==> config.mk <==
export PLATFORM = sky130hd
export DESIGN_NAME = conversor_binario_bcd_flat
export DESIGN_NICKNAME = d
export VERILOG_FILES = /design/src/rtl/conversor_binario_bcd_if.sv /design/src/rtl/conversor_binario_bcd.sv /design/src/flat_wrapper.sv
export SDC_FILE = /design/constraint.sdc
export NUM_CORES = 1
export LEC_CHECK = 0
export BUFFER_PORTS_ARGS = -buffer_cell sky130_fd_sc_hd__buf_2
export CORE_MARGIN = 4
export CORE_UTILIZATION = 58
export CTS_CLUSTER_DIAMETER = 120
export DETAILED_ROUTE_END_ITERATION = 16
export PLACE_DENSITY = 0.86
export SYNTH_ARGS = -nofsm -noshare
export SYNTH_HDL_FRONTEND = slang
export SYNTH_SLANG_ARGS = --single-unit
==> constraint.sdc <==
create_clock -name clk -period 2.45 [get_ports clk]
set_input_delay 0.245 -clock clk [delete_from_list [all_inputs] [get_ports clk]]
set_output_delay 0.245 -clock clk [all_outputs]
set_load 0.005 [all_outputs]
==> src/rtl/conversor_binario_bcd_if.sv <==
// Handshake and result bundle between a requester and the binary-to-BCD converter.
interface conversor_binario_bcd_if #(
    parameter int BIN_WIDTH = 8,
    parameter int DIGITS    = 3
);
    logic                   start;
    logic [BIN_WIDTH-1:0]   bin;
    logic                   busy;
    logic                   done;
    logic [4*DIGITS-1:0]    bcd;
    logic                   overflow;

    modport master (output start, output bin, input busy, input done, input bcd, input overflow);
    modport slave  (input start, input bin, output busy, output done, output bcd, output overflow);
endinterface

==> src/rtl/conversor_binario_bcd.sv <==
// Sequential double-dabble converter: one add-3 correction and one shift per clock,
// saturating to all nines when the value does not fit in DIGITS decimal digits.
module conversor_binario_bcd #(
    parameter int BIN_WIDTH = 8,
    parameter int DIGITS    = 3
) (
    input  logic                    clk,
    input  logic                    rst_n,
    conversor_binario_bcd_if.slave  bus
);
    localparam int SW = 4 * (DIGITS + 1);
    localparam int CW = $clog2(BIN_WIDTH + 1);

    typedef enum logic [1:0] {IDLE = 2'd0, SHIFT = 2'd1, FINISH = 2'd2} state_t;

    state_t                 state_q, state_d;
    logic [BIN_WIDTH-1:0]   shift_q, shift_d;
    logic [SW-1:0]          scratch_q, scratch_d;
    logic [CW-1:0]          cnt_q, cnt_d;
    logic                   lost_q, lost_d;
    logic                   busy_q, busy_d;
    logic                   done_q, done_d;
    logic [4*DIGITS-1:0]    bcd_q, bcd_d;
    logic                   ovf_q, ovf_d;
    logic [SW-1:0]          corr_s;

    function automatic logic [SW-1:0] add3(input logic [SW-1:0] s);
        logic [SW-1:0] r;
        r = s;
        for (int i = 0; i < DIGITS + 1; i++) begin
            if (s[4*i +: 4] >= 4'd5) begin
                r[4*i +: 4] = s[4*i +: 4] + 4'd3;
            end else begin
                r[4*i +: 4] = s[4*i +: 4];
            end
        end
        return r;
    endfunction

    // Next-state, datapath and output computation
    always_comb begin
        state_d   = state_q;
        shift_d   = shift_q;
        scratch_d = scratch_q;
        cnt_d     = cnt_q;
        lost_d    = lost_q;
        busy_d    = busy_q;
        done_d    = 1'b0;
        bcd_d     = bcd_q;
        ovf_d     = ovf_q;
        corr_s    = add3(scratch_q);
        case (state_q)
            IDLE: begin
                if (bus.start) begin
                    shift_d   = bus.bin;
                    scratch_d = '0;
                    lost_d    = 1'b0;
                    cnt_d     = CW'(BIN_WIDTH);
                    busy_d    = 1'b1;
                    state_d   = SHIFT;
                end else begin
                    busy_d    = 1'b0;
                end
            end
            SHIFT: begin
                // A set bit leaving the top digit means the value cannot be represented
                {scratch_d, shift_d} = {corr_s[SW-2:0], shift_q, 1'b0};
                lost_d = lost_q | corr_s[SW-1];
                cnt_d  = cnt_q - CW'(1);
                if (cnt_q == CW'(1)) begin
                    state_d = FINISH;
                end else begin
                    state_d = SHIFT;
                end
            end
            FINISH: begin
                if ((scratch_q[SW-1 -: 4] != 4'd0) || lost_q) begin
                    ovf_d = 1'b1;
                    bcd_d = {DIGITS{4'h9}};
                end else begin
                    ovf_d = 1'b0;
                    bcd_d = scratch_q[4*DIGITS-1:0];
                end
                done_d  = 1'b1;
                busy_d  = 1'b0;
                state_d = IDLE;
            end
            default: begin
                state_d = IDLE;
                busy_d  = 1'b0;
            end
        endcase
    end

    // State and output registers
    always_ff @(posedge clk or negedge rst_n) begin
        if (!rst_n) begin
            state_q   <= IDLE;
            shift_q   <= '0;
            scratch_q <= '0;
            cnt_q     <= '0;
            lost_q    <= 1'b0;
            busy_q    <= 1'b0;
            done_q    <= 1'b0;
            bcd_q     <= '0;
            ovf_q     <= 1'b0;
        end else begin
            state_q   <= state_d;
            shift_q   <= shift_d;
            scratch_q <= scratch_d;
            cnt_q     <= cnt_d;
            lost_q    <= lost_d;
            busy_q    <= busy_d;
            done_q    <= done_d;
            bcd_q     <= bcd_d;
            ovf_q     <= ovf_d;
        end
    end

    assign bus.busy     = busy_q;
    assign bus.done     = done_q;
    assign bus.bcd      = bcd_q;
    assign bus.overflow = ovf_q;
endmodule

==> src/flat_wrapper.sv <==
// flat-port wrapper written by rule: the top's interface ports become plain ports
module conversor_binario_bcd_flat 
#(
    parameter int BIN_WIDTH = 8,
    parameter int DIGITS    = 3
)
  (clk, rst_n, bus_start, bus_bin, bus_busy, bus_done, bus_bcd, bus_overflow);
  conversor_binario_bcd_if #(.BIN_WIDTH(BIN_WIDTH), .DIGITS(DIGITS)) bus_i ();
  input  logic clk;
  input  logic rst_n;
  input wire logic [$bits(bus_i.start)-1:0] bus_start;
  input wire logic [$bits(bus_i.bin)-1:0] bus_bin;
  output wire logic [$bits(bus_i.busy)-1:0] bus_busy;
  output wire logic [$bits(bus_i.done)-1:0] bus_done;
  output wire logic [$bits(bus_i.bcd)-1:0] bus_bcd;
  output wire logic [$bits(bus_i.overflow)-1:0] bus_overflow;
  assign bus_i.start = bus_start;
  assign bus_i.bin = bus_bin;
  assign bus_busy = bus_i.busy;
  assign bus_done = bus_i.done;
  assign bus_bcd = bus_i.bcd;
  assign bus_overflow = bus_i.overflow;
  conversor_binario_bcd #(.BIN_WIDTH(BIN_WIDTH), .DIGITS(DIGITS)) u_core (.clk(clk), .rst_n(rst_n), .bus(bus_i));
endmodule
# --- Word-level counts from Yosys, hierarchy flattened ---
# Index checks and enable logic that the tools add are counted.
word_totals:
  input_bits: 11
  ff_bits: 46
classes:
  magnitude_cmp: 4
  n_reduce_logical: 5
  add_sub_neg: 5
  bitwise_logic: 1
  muxes: 20
  eq_ne: 4
ops:
  columns: ["cell", "n"]
  rows:
  - ["16-bit one-hot mux with 2 select lines", 1]
  - ["4-bit two-way mux", 5]
  - ["4-bit by 2-bit adder with 4-bit output, second input constant", 4]
  - ["4-bit by 3-bit greater-or-equal comparator with 1-bit output, second input constant", 4]
  - ["16-bit two-way mux", 1]
  - ["8-bit one-hot mux with 2 select lines", 1]
  - ["12-bit two-way mux", 1]
  - ["8-bit two-way mux", 1]
  - ["4-bit one-hot mux with 2 select lines", 1]
  - ["4-bit by 1-bit == test with 1-bit output, second input constant", 1]
  - ["1-bit two-way mux", 4]
  - ["2-bit two-way mux", 2]
  - ["1-bit one-hot mux with 2 select lines", 2]
  - ["2-bit one-hot mux with 2 select lines", 1]
  - ["4-bit nonzero test", 1]
  - ["4-bit by 1-bit subtractor with 4-bit output, second input constant", 1]
  - ["2-bit by 1-bit == test with 1-bit output, second input constant", 1]
  - ["2-bit == test, second input constant", 1]
  - ["2-bit logical NOT", 1]
  - ["2-bit != test, second input constant", 1]
  - ["2-bit AND reduction", 1]
  - ["2-bit nonzero test", 1]
  - ["1-bit logical OR", 1]
  - ["1-bit bitwise OR", 1]

# --- Logic depth before layout (Yosys ltp) ---
# Gate-level depths: netlist of run 1.
depth:
  word_depth: 4
  mapped_depth: 7

# --- Worst setup path after synthesis of run 1 ---
# No wires, ideal clock.
synth_timing:
  kind: "flip-flop to flip-flop"
  start: "register u_core.scratch_q[12]"
  end: "register u_core.scratch_q[14]"
  path_buffers: 0
  required_ns: 2.334
  period_less_slack_ns: 1.334
  path_stages_with_launch: 6
  setup_slack_ns: 1.116
  setup_ns: 0.116
  arrival_ns: 1.218
  cell_sequence: "dfrtp_1 -> inv_1 -> ha_1 -> nor2b_1 -> o21a_1 -> o311ai_0"
synth_between:
  elab_chain_cells: 3
synth_lines:
  columns: ["item", "line", "text"]
  rows:
  - ["from (decl)", "conversor_binario_bcd.sv:18", "logic [SW-1:0] scratch_q, scratch_d;"]
  - ["from (signal assigned)", "conversor_binario_bcd.sv:110", "scratch_q <= scratch_d;"]
  - ["4-bit by 2-bit adder with 4-bit output / 4-bit by 3-bit greater-or-equal comparator with 1-bit output (equally long branches)", "conversor_binario_bcd.sv:32, conversor_binario_bcd.sv:31", null]
  - ["4-bit two-way mux *", "conversor_binario_bcd.sv:31", "if (s[4*i +: 4] >= 4'd5) begin"]
  - ["16-bit one-hot mux with 2 select lines *", "conversor_binario_bcd.sv:52", "case (state_q)"]
# Every way passes the cells marked *; elsewhere a longest branch is shown, timed or not.
# A chain may end at the register's enable or synchronous reset.

# --- Worst setup path in the final report of run 1 ---
layout_timing:
  start: "register u_core.state_q[0]"
  end: "register u_core.bcd_q[3] (netlist: u_core.bus.bcd[3])"
layout_between:
  elab_chain_cells: 1
layout_lines:
  columns: ["item", "line", "text"]
  rows:
  - ["from (decl)", "conversor_binario_bcd.sv:16", "state_t state_q, state_d;"]
  - ["from (signal assigned)", "conversor_binario_bcd.sv:108", "state_q <= state_d;"]
  - ["2-bit == test", "conversor_binario_bcd.sv:52", null]
  - ["to (signal assigned)", "conversor_binario_bcd.sv:105", "bcd_q <= '0;"]
  - ["to (signal assigned)", "conversor_binario_bcd.sv:115", "bcd_q <= bcd_d;"]
  - ["to (decl)", "conversor_binario_bcd.sv:23", "logic [4*DIGITS-1:0] bcd_q, bcd_d;"]
# No other way between the ends.

==> impl_metrics.json, run 1 <==
{
  "status": "completed",
  "clk_pin_slew_ns": 0.08,
  "num_rows": 22,
  "hold_class": "input port to register",
  "drt-pass1-iter-count": 4,
  "num_io_pins": 26,
  "final_cell_area_sq_um": 2510,
  "crit_chain": "nand2b_1, inv_6, and4b_1, a21oi_1",
  "slew_headroom_pct": 45.8,
  "grt.overflow.total": 0,
  "cp_top_family": "simple AND/OR/NAND/NOR gates",
  "cp.arrival_ns": 1.82,
  "cts_resized": 0,
  "clockRootBuffer": "clkbuf_8",
  "syn_area_per_cell_sq_um": 9.96,
  "cts_buffers": 5,
  "drcViolationCount": 0,
  "setup_tns_ns": 0,
  "nNetsFinal": 273,
  "synth.cell_area_sq_um": 2250,
  "die_area_sq_um": 4940,
  "syn_inst": 226,
  "area_growth_pct": 11.5,
  "layout-drive-gt1-share_pct": 15.1,
  "fin_crit_sh_pct": 66.9,
  "vias": 1710,
  "holdWs_ns": 0.188,
  "post_cts_buffers": 0,
  "cts_sinks": 46,
  "critPathBufInv": 1,
  "grt_setup_unrepaired": "false",
  "setup_violations": 0,
  "htree_levels": 2,
  "cts_tree": "built",
  "routedWlPerCell_um": 14.5,
  "num-fill-cells": 294,
  "antenna_found_initial": 0,
  "yosys_warnings": 0,
  "place_ws_ns": 0.819,
  "critPathSlowestCell": "dfrtp_1",
  "gp_congestion": 0.871,
  "final_max_slew_viol_count": 0,
  "cp.required_ns": 2.63,
  "critical_path_class": "register to register",
  "startpoint_type": "register",
  "peakVddDrop_v": 0.000701,
  "post_drt_via_cell_ratio": 5.70,
  "synth_fp_nets": 248,
  "p_per_area_nw_per_um2": 1310,
  "first_global_vias": 1573,
  "worst_slew_pin_slew_ns": 0.813,
  "clock_path_buffers": 2,
  "post-dp-hpwl_mm": 3.04,
  "rrSetupSlack_ns": 0.81,
  "drt-initial-drc-count": 213,
  "power_leakage_uw": 0.00118,
  "ys_seq_area_share_pct": 51.1,
  "start_util_pct": 60.6,
  "io_buffers": 25,
  "cp-end-kind": "register",
  "yosysUniqueCellTypes": 33,
  "clk_latency_ns": 0.30,
  "fin_skew_ns": 0.00997,
  "synth-seq-cells": 46,
  "chipHeight_um": 70.3,
  "drt_wl_total_mm": 4.35,
  "grt_use_total_pct": 18.8,
  "n_antenna_cell": 0,
  "clock.fmax_ghz": 0.610,
  "finalHoldViolations": 0,
  "die_w_um": 70.3,
  "cp_max_fo": 10,
  "cap_violations": 0,
  "postRouteAntennaNets": 0,
  "dpl_cell_area_sq_um": 2390,
  "grt_max_degree": 35,
  "setup_slack_ns": 0.811,
  "design.core.area_sq_um": 3720,
  "timing.final.crit_period_ns": 1.64,
  "grt_pass1_wl_mm": 7.38,
  "max_stage_delay_ns": 0.48
}
==> registers in the layout (all words and copies together), names as in the netlist <==
signal               cells
u_core.bus.bcd          12
u_core.bus.busy          1
u_core.bus.done          1
u_core.bus.overflow      1
u_core.cnt_q             4
u_core.lost_q            1
u_core.scratch_q        16
u_core.shift_q           8
u_core.state_q           2
==> synthesized netlist by cell type <==
cell type,instances,area (sq um)
a2bb2oi_1,1,8.76
inv_6,1,8.76
o31ai_1,5,37.5
o32ai_1,3,26.3
a21oi_1,8,40.0
o21ba_2,1,10.0
buf_2,7,35.0
dfrtp_1,46,1150
and4b_1,1,10.0
nand2_1,31,116
o21bai_1,1,7.51
mux2i_1,1,10.0
clkbuf_1,1,3.75
nor2_1,18,67.6
and3_1,1,6.26
a21o_1,1,7.51
o21ai_0,15,75.1
xnor2_1,4,35.0
o21a_1,4,30.0
nor3_1,1,5.00
inv_1,21,78.8
o22ai_1,1,6.26
buf_6,3,33.8
a31oi_1,8,50.1
a32o_1,4,40.0
o311ai_0,4,35.0
o2111ai_1,8,70.1
nor3b_1,1,7.51
ha_1,11,138
nand4b_1,1,8.76
o221ai_1,4,35.0
nand2b_1,4,25.0
nor2b_1,5,31.3
==> worst min-delay path, stage by stage <==
cell     delay, ns
buf_2         0.09
nand2_1       0.04
a31oi_1       0.07
==> layout by cell type (no fill, tap or decap) <==
master	Yosys	final
clkinvlp_4	0	2
buf_2	7	25
nor2b_1	5	5
a31oi_1	8	8
inv_1	21	21
o311ai_0	4	4
o21bai_1	1	1
dfrtp_1	46	46
a32o_1	4	4
nand4b_1	1	1
a21oi_1	8	8
o2111ai_1	8	8
a21o_1	1	1
and3_1	1	1
and4b_1	1	1
mux2i_1	1	1
o21ai_0	15	15
nand2b_1	4	4
nor3_1	1	1
o22ai_1	1	1
dlygate4sd3_1	0	1
o32ai_1	3	3
inv_6	1	1
o21ba_2	1	1
clkbuf_8	0	5
bufinv_16	0	1
nor2_1	18	18
buf_4	0	3
a2bb2oi_1	1	1
o31ai_1	5	5
ha_1	11	11
xnor2_1	4	4
nor3b_1	1	1
o21a_1	4	4
o221ai_1	4	4
nand2_1	31	31
==> metal layers <==
metal / global-route usage [%] / share of wire (%) / routed length (um)
met1: 26.4 / 45 / 1980
met2: 28.0 / 46 / 2020
met3: 5.18 / 6.8 / 294
met4: 6.60 / 1.4 / 63
met5: 0 / 0 / 0
==> final timing paths <==
path | depth (start not counted) | to | start
worst max-delay path | 4 | u_core.bus.bcd[3] | u_core.state_q[0]
worst min-delay path | 3 | u_core.shift_q[4] | bus_bin[4]
worst max register to register | 4 | u_core.bus.bcd[3] | u_core.state_q[0]
worst min register to register | 2 | u_core.bus.bcd[6] | u_core.bus.bcd[6]
max in group asynchronous | 3 | u_core.shift_q[3] | rst_n
min in group asynchronous | 2 | u_core.bus.bcd[6] | rst_n
==> kinds of logic after synthesis <==
family	share of synthesized area [%]
buffers and inverters	7.11
AND/OR/NAND/NOR	12.3
AO/OA/AOI/OAI	21.3
XOR/XNOR	1.56
adder cells (fa/ha/maj)	6.11
flip-flops	51.1
multiplexers	0.445
==> metrics by stage <==
stage / util [%] / cells / total power (uW)
final: 67.5 / 300 / 3300
after global routing: 67.5 / 300 / 3590
after CTS: 67.5 / 300 / 3320
after detailed placement: 64.2 / 291 / 2740
after global placement: 64.2 / 291 / 2670
after floorplan: - / 226 / 2360
==> layout make-up <==
class	instances	area (sq um)	area share [%]
clock buffer	5	68.8	2.74
clock inverter	3	45.0	1.79
inverter	22	87.6	3.49
multi-input combinational	147	940	37.4
sequential	46	1150	45.9
tap	48	60.1	2.39
timing repair buffer	29	158	6.28
==> report_power, final <==
part	switching, uW	leakage (uW)	internal (uW)	total, uW
clock	264	0.0000504	303	567
combinational	809	0.000545	602	1410
sequential	237	0.000583	1080	1320
total	1310	0.00118	1990	3300
==> repair_timing <==
action,4_1_cts,5_1_grt
hold buffers,1,0
setup endpoints to repair,0,0
endpoints found under the hold margin,12,0
Power figures use the tool's default switching activity.
==> run 2, diff against run 1 <==
- ABC_AREA: default -> 1
- clock period: 2.45 -> 1.6 ns (I/O delays scaled with it)
==> impl_metrics.json, run 2 <==
{
  "status": "completed",
  "synthFlopType": "dfrtp_1",
  "nNetsFinal": 333,
  "setup_tns_ns": 0,
  "power.share.combinational_pct": 43.4,
  "cap_violations": 0,
  "clock_path_buffers": 2,
  "ys_seq_area_share_pct": 47.5,
  "largest_register_ff_count": 16,
  "wl_met3_um": 265,
  "clk_latency_ns": 0.31,
  "max_stage_delay_ns": 0.41,
  "fin_skew_ns": 0.00983,
  "drt-pass1-iter-count": 4,
  "critical_path_class": "register to register",
  "syn_inst": 284,
  "routedWlPerCell_um": 13.2,
  "clk_pin_slew_ns": 0.09,
  "sequentialPowerShare_pct": 37.5,
  "peakVddDrop_v": 0.000931,
  "io_buffers": 25,
  "cts_tree": "built",
  "totalPowerFinal_uw": 5600,
  "endpoint": "u_core.scratch_q[10]",
  "clockPowerShare_pct": 19.1,
  "wl_met1_mm": 2.18,
  "rrSetupSlack_ns": 0.24,
  "drt-initial-drc-count": 151,
  "crit_top_cell": "nand2_1",
  "yosysUniqueCellTypes": 29,
  "setup_violations": 0,
  "final_cell_mix": "nand2_1 (87), dfrtp_1 (46), buf_2 (25)",
  "startpoint_type": "register",
  "p_sw_share_pct": 41.3,
  "synth_edf_count": 0,
  "layout_commonest_cell": "nand2_1",
  "rr_startpoint": "u_core.scratch_q[8]",
  "yosys_warnings": 0,
  "first_global_vias": 1902,
  "asyncSetResetFlopFracSynth_pct": 100,
  "grt_use_total_pct": 19.9,
  "grt_pass1_wl_mm": 8.25,
  "synth-seq-cells": 46,
  "hold_class": "input port to register",
  "start_util_pct": 60.1,
  "top_register": "u_core.scratch_q",
  "gp_congestion": 0.962,
  "post_cts_buffers": 0,
  "vias": 1948,
  "layout-drive-gt1-share_pct": 19.6,
  "htree_levels": 2,
  "cp-end-kind": "register",
  "grt.overflow.total": 0,
  "synth_common_cells": "nand2_1 (87), dfrtp_1 (46), inv_1 (21), nand3_1 (21), nor2_1 (20)",
  "internal-power_uw": 3280,
  "die_w_um": 72.6,
  "n_antenna_cell": 0,
  "synth.cell_area_sq_um": 2420,
  "setup_slack_ns": 0.244,
  "slew_headroom_pct": 69.6,
  "postRouteAntennaNets": 0,
  "grt_setup_unrepaired": "false",
  "area_growth_pct": 11.9,
  "post_drt_via_cell_ratio": 5.38,
  "clock.fmax_ghz": 0.738,
  "place_ws_ns": 0.258,
  "fin_crit_sh_pct": 84.7,
  "ff2ff_path_depth": 8,
  "r2r-end": "u_core.scratch_q[10]",
  "drcViolationCount": 0,
  "num_io_pins": 26,
  "p_switching_uw": 2310,
  "yosysMostFrequentCell": "nand2_1",
  "p_per_area_nw_per_um2": 2070,
  "wl_met2_mm": 2.26,
  "cp.arrival_ns": 1.56,
  "yosysTopAreaCellShare_pct": 47.5,
  "die_area_sq_um": 5270,
  "synth_fp_nets": 306,
  "finalHoldViolations": 0,
  "clockRootBuffer": "clkbuf_8",
  "drt_wl_total_mm": 4.76,
  "critPathSlowestCell": "dfrtp_1",
  "antenna_found_initial": 0,
  "post-dp-hpwl_mm": 3.40,
  "worst_slew_pin_slew_ns": 0.456,
  "final_max_slew_viol_count": 0,
  "crit_chain": "inv_1, ha_1, inv_1, nand2_1, nand3_1, nand2_1, nand3_1, nand2_1",
  "num_rows": 23,
  "yosys.area.top_type": "dfrtp_1",
  "syn_area_per_cell_sq_um": 8.53,
  "timing.final.crit_period_ns": 1.36,
  "cp.required_ns": 1.81,
  "top_layer": "met4",
  "cp_max_fo": 5,
  "startpoint": "u_core.scratch_q[8]",
  "power_leakage_uw": 0.00138,
  "chipHeight_um": 72.6,
  "grt_max_degree": 30,
  "yosys-top-cells-area": "dfrtp_1 (48%), nand2_1 (13%), ha_1 (5.7%)",
  "cts_sinks": 46,
  "design.core.area_sq_um": 4030,
  "cts_buffers": 5
}
## run 2: cell count changes after synthesis, sizes merged, moves of 5 or more
cell and delta:
nand2 +64, o21ai +7, a31oi -8, nor2b -5
o2111ai -8, o31ai -5, nand4 +9, nand3 +21
## run 2: worst min-delay path by stage
stage               start           endpoint  slack, ns  cells after the start
2_1_floorplan       rst_n  u_core.bus.bcd[0]      -0.14                      0
3_3_place_gp        rst_n    u_core.bus.done       0.13                      1
3_5_place_dp        rst_n    u_core.bus.done       0.13                      1
4_1_cts        bus_bin[0]  u_core.shift_q[0]       0.13                      3
6_report       bus_bin[0]  u_core.shift_q[0]       0.14                      3
5_1_grt        bus_bin[0]  u_core.shift_q[0]       0.13                      3
## run 2: cell type report
cell class	instances	area, sq um
inverters	25	96.3
repair buffers	28	163
fillers	341	1320
multi-input cells	205	1090
clock inverters	2	60.1
flip-flops and latches	46	1150
well taps	50	62.6
clock buffers	6	82.6
## run 2: cell families after synthesis
logic type | share of synthesized area (%)
fa+ha+maj | 5.68
flops | 47.5
simple gates | 28.0
buf+inv | 7.28
compound gates | 11.5
## run 2: repair_timing
action | CTS | global route
resized for setup | 0 | 0
hold buffers | 1 | 0
hold endpoints to repair | 17 | 0
## run 2: stage by stage
step | hold slack, ns | instance area, sq um | util, % | instances
after floorplan | -0.136 | 2420 | - | 284
final | 0.135 | 2710 | 67.3 | 362
after CTS | 0.131 | 2710 | 67.3 | 362
after global placement | 0.127 | 2560 | 63.5 | 353
after detailed placement | 0.129 | 2560 | 63.5 | 353
after global routing | 0.128 | 2710 | 67.3 | 362
## run 2: power by group through the flow
stage                     combinational, uW  clock, uW  sequential [uW]
after detailed placement               2450          0             2110
after CTS                              2460       1090             2090
final                                  2430       1070             2100
after global placement                 2340          0             2090
after floorplan                        2000          0             2010
after global routing                   2810       1140             2150
## run 2: critical path, delay by kind of cell, from the launching register on
kind | cells | cell delay, ns
DFF | 1 | 0.41
and+or+nand+nor | 5 | 0.43
buffers and inverters | 2 | 0.20
adders and majority gates | 1 | 0.21
## run 2: per-layer routing
| metal | track usage (%) | vias up |
|---|---|---|
| met5 | 0 | - |
| met4 | 6.76 | 0 |
| met3 | 4.55 | 6 |
| met2 | 33.1 | 58 |
| met1 | 25.8 | 903 |
| li1 | - | 981 |
==> run 3, diff against run 2 <==
- ABC_AREA: 1 -> 0
- CORE_UTILIZATION: 58 -> 52
- PLACE_DENSITY: 0.86 -> 0.82
- clock period: 1.6 -> 1.2 ns (I/O delays scaled with it)
==> impl_metrics.json, run 3 (synthesis results as in run 1) <==
{
  "status": "finished with violations",
  "violations": "negative setup slack",
  "layout_commonest_cell": "dfrtp_1",
  "clockPowerShare_pct": 10.4,
  "nNetsFinal": 325,
  "startpoint": "u_core.scratch_q[4]",
  "gp_congestion": 0.905,
  "cts_tree": "built",
  "finalHoldViolations": 0,
  "io_buffers": 25,
  "fin_crit_sh_pct": 119,
  "chipHeight_um": 73.8,
  "antenna_found_initial": 0,
  "setup_tns_ns": -3.24,
  "die_w_um": 73.8,
  "fin_skew_ns": 0.00846,
  "htree_levels": 2,
  "routedWlPerCell_um": 20.6,
  "drt_wl_total_mm": 7.30,
  "internal-power_uw": 6180,
  "wl_met2_mm": 3.81,
  "cp.arrival_ns": 1.63,
  "wl_met3_um": 468,
  "start_util_pct": 55.1,
  "worst_slew_pin_slew_ns": 0.372,
  "setup_violations": 38,
  "power.share.combinational_pct": 62.9,
  "drt-initial-drc-count": 131,
  "area_growth_pct": 56.4,
  "wl_met1_mm": 2.72,
  "drt-pass1-iter-count": 4,
  "cp.required_ns": 1.40,
  "critical_path_class": "register to register",
  "first_global_vias": 2145,
  "cts_buffers": 5,
  "top_layer": "met4",
  "die_area_sq_um": 5440,
  "grt_use_total_pct": 24.7,
  "layout-drive-gt1-share_pct": 57.9,
  "postRouteAntennaNets": 0,
  "r2r-end": "u_core.scratch_q[6]",
  "endpoint": "u_core.scratch_q[6]",
  "timing.final.crit_period_ns": 1.42,
  "rrSetupSlack_ns": -0.22,
  "final_max_slew_viol_count": 0,
  "post-dp-hpwl_mm": 3.60,
  "hold_class": "input port to register",
  "grt_max_degree": 47,
  "peakVddDrop_v": 0.00205,
  "startpoint_type": "register",
  "post_drt_via_cell_ratio": 6.00,
  "vias": 2123,
  "place_ws_ns": -0.133,
  "num_io_pins": 26,
  "largest_register_ff_count": 16,
  "p_sw_share_pct": 42.0,
  "p_switching_uw": 4480,
  "grt_setup_unrepaired": "true",
  "clk_latency_ns": 0.31,
  "num_rows": 23,
  "cp-end-kind": "register",
  "grt_pass1_wl_mm": 10.1,
  "setup_slack_ns": -0.223,
  "grt.overflow.total": 0,
  "fin_util_pct": 86.2,
  "cap_violations": 0,
  "sequentialPowerShare_pct": 26.7,
  "clock_path_buffers": 2,
  "ff2ff_path_depth": 5,
  "drcViolationCount": 0,
  "power_leakage_uw": 0.00157,
  "top_register": "u_core.scratch_q",
  "final_cell_mix": "dfrtp_1 (42), buf_4 (39), buf_2 (25)",
  "cts_sinks": 46,
  "rr_startpoint": "u_core.scratch_q[4]",
  "clock.fmax_ghz": 0.703,
  "cp_max_fo": 3,
  "slew_headroom_pct": 75.2,
  "n_antenna_cell": 0,
  "p_per_area_nw_per_um2": 3030,
  "design.core.area_sq_um": 4090,
  "clockRootBuffer": "clkbuf_8",
  "clk_pin_slew_ns": 0.09
}
[run 3: cell count changes in the layout (fill, tap and decap cells not counted), sizes merged, moves of 5 or more]
cell / delta
a31oi: +8
buf: +51
nand2: -64
nand3: -21
nand4: -9
nor2b: +5
o2111ai: +8
o21ai: -7
o31ai: +5
[run 3: worst min path at each step]
| stage | from | endpoint | slack (ns) | cells past startpoint |
|---|---|---|---|---|
| 2_1_floorplan | rst_n | u_core.bus.bcd[0] | -0.18 | 0 |
| 3_3_place_gp | rst_n | u_core.bus.bcd[0] | 0.12 | 2 |
| 3_5_place_dp | rst_n | u_core.bus.bcd[3] | 0.12 | 2 |
| 4_1_cts | bus_bin[1] | u_core.shift_q[1] | 0.06 | 3 |
| 5_1_grt | bus_bin[6] | u_core.shift_q[6] | 0.08 | 3 |
| 6_report | bus_bin[1] | u_core.shift_q[1] | 0.06 | 3 |
[run 3: routing by layer]
layer	up-vias	GRT usage (%)
met2	96	43.2
li1	957	-
met3	23	5.61
met1	1047	28.4
met4	0	11.7
met5	-	0
[run 3: power by group through the flow]
| stage | clock [uW] | combinational, uW | sequential, uW |
|---|---|---|---|
| 2_1_floorplan | 0 | 2500 | 2640 |
| 3_3_place_gp | 0 | 3780 | 2660 |
| 3_5_place_dp | 0 | 3950 | 2710 |
| 4_1_cts | 1110 | 4970 | 2740 |
| 5_1_grt | 1190 | 7120 | 2920 |
| 6_report | 1110 | 6710 | 2840 |
[run 3: stage by stage]
stage | instances | total power, uW | cell area (sq um) | hold WS (ns)
global route | 354 | 11200 | 3520 | 0.0759
floorplan | 226 | 5140 | 2330 | -0.176
finish | 354 | 10700 | 3520 | 0.0606
global placement | 328 | 6450 | 2740 | 0.122
detailed placement | 328 | 6660 | 2740 | 0.118
CTS | 348 | 8830 | 3170 | 0.0601
[run 3: area by class of cell]
cell class / count / area (sq um)
sequential: 46 / 1160
tap: 50 / 62.6
fill: 208 / 566
timing repair buffer: 80 / 639
multi-input combinational: 148 / 1470
inverter: 22 / 87.6
clock buffer: 8 / 110
[run 3: critical path, stage by stage, from the launching register on]
cell	delay, ns
dfrtp_1	0.41
inv_2	0.08
ha_4	0.16
nor2b_4	0.13
o21a_4	0.21
o311ai_2	0.32
[run 3: repair_timing]
item                                    CTS  global route
pin swaps                                25            38
gates cloned                              2             1
hold buffers                              1             0
gates resized for setup                  57            65
endpoints found under the setup margin   39            42
endpoints found under the hold margin    46             0
setup buffers                            12             7
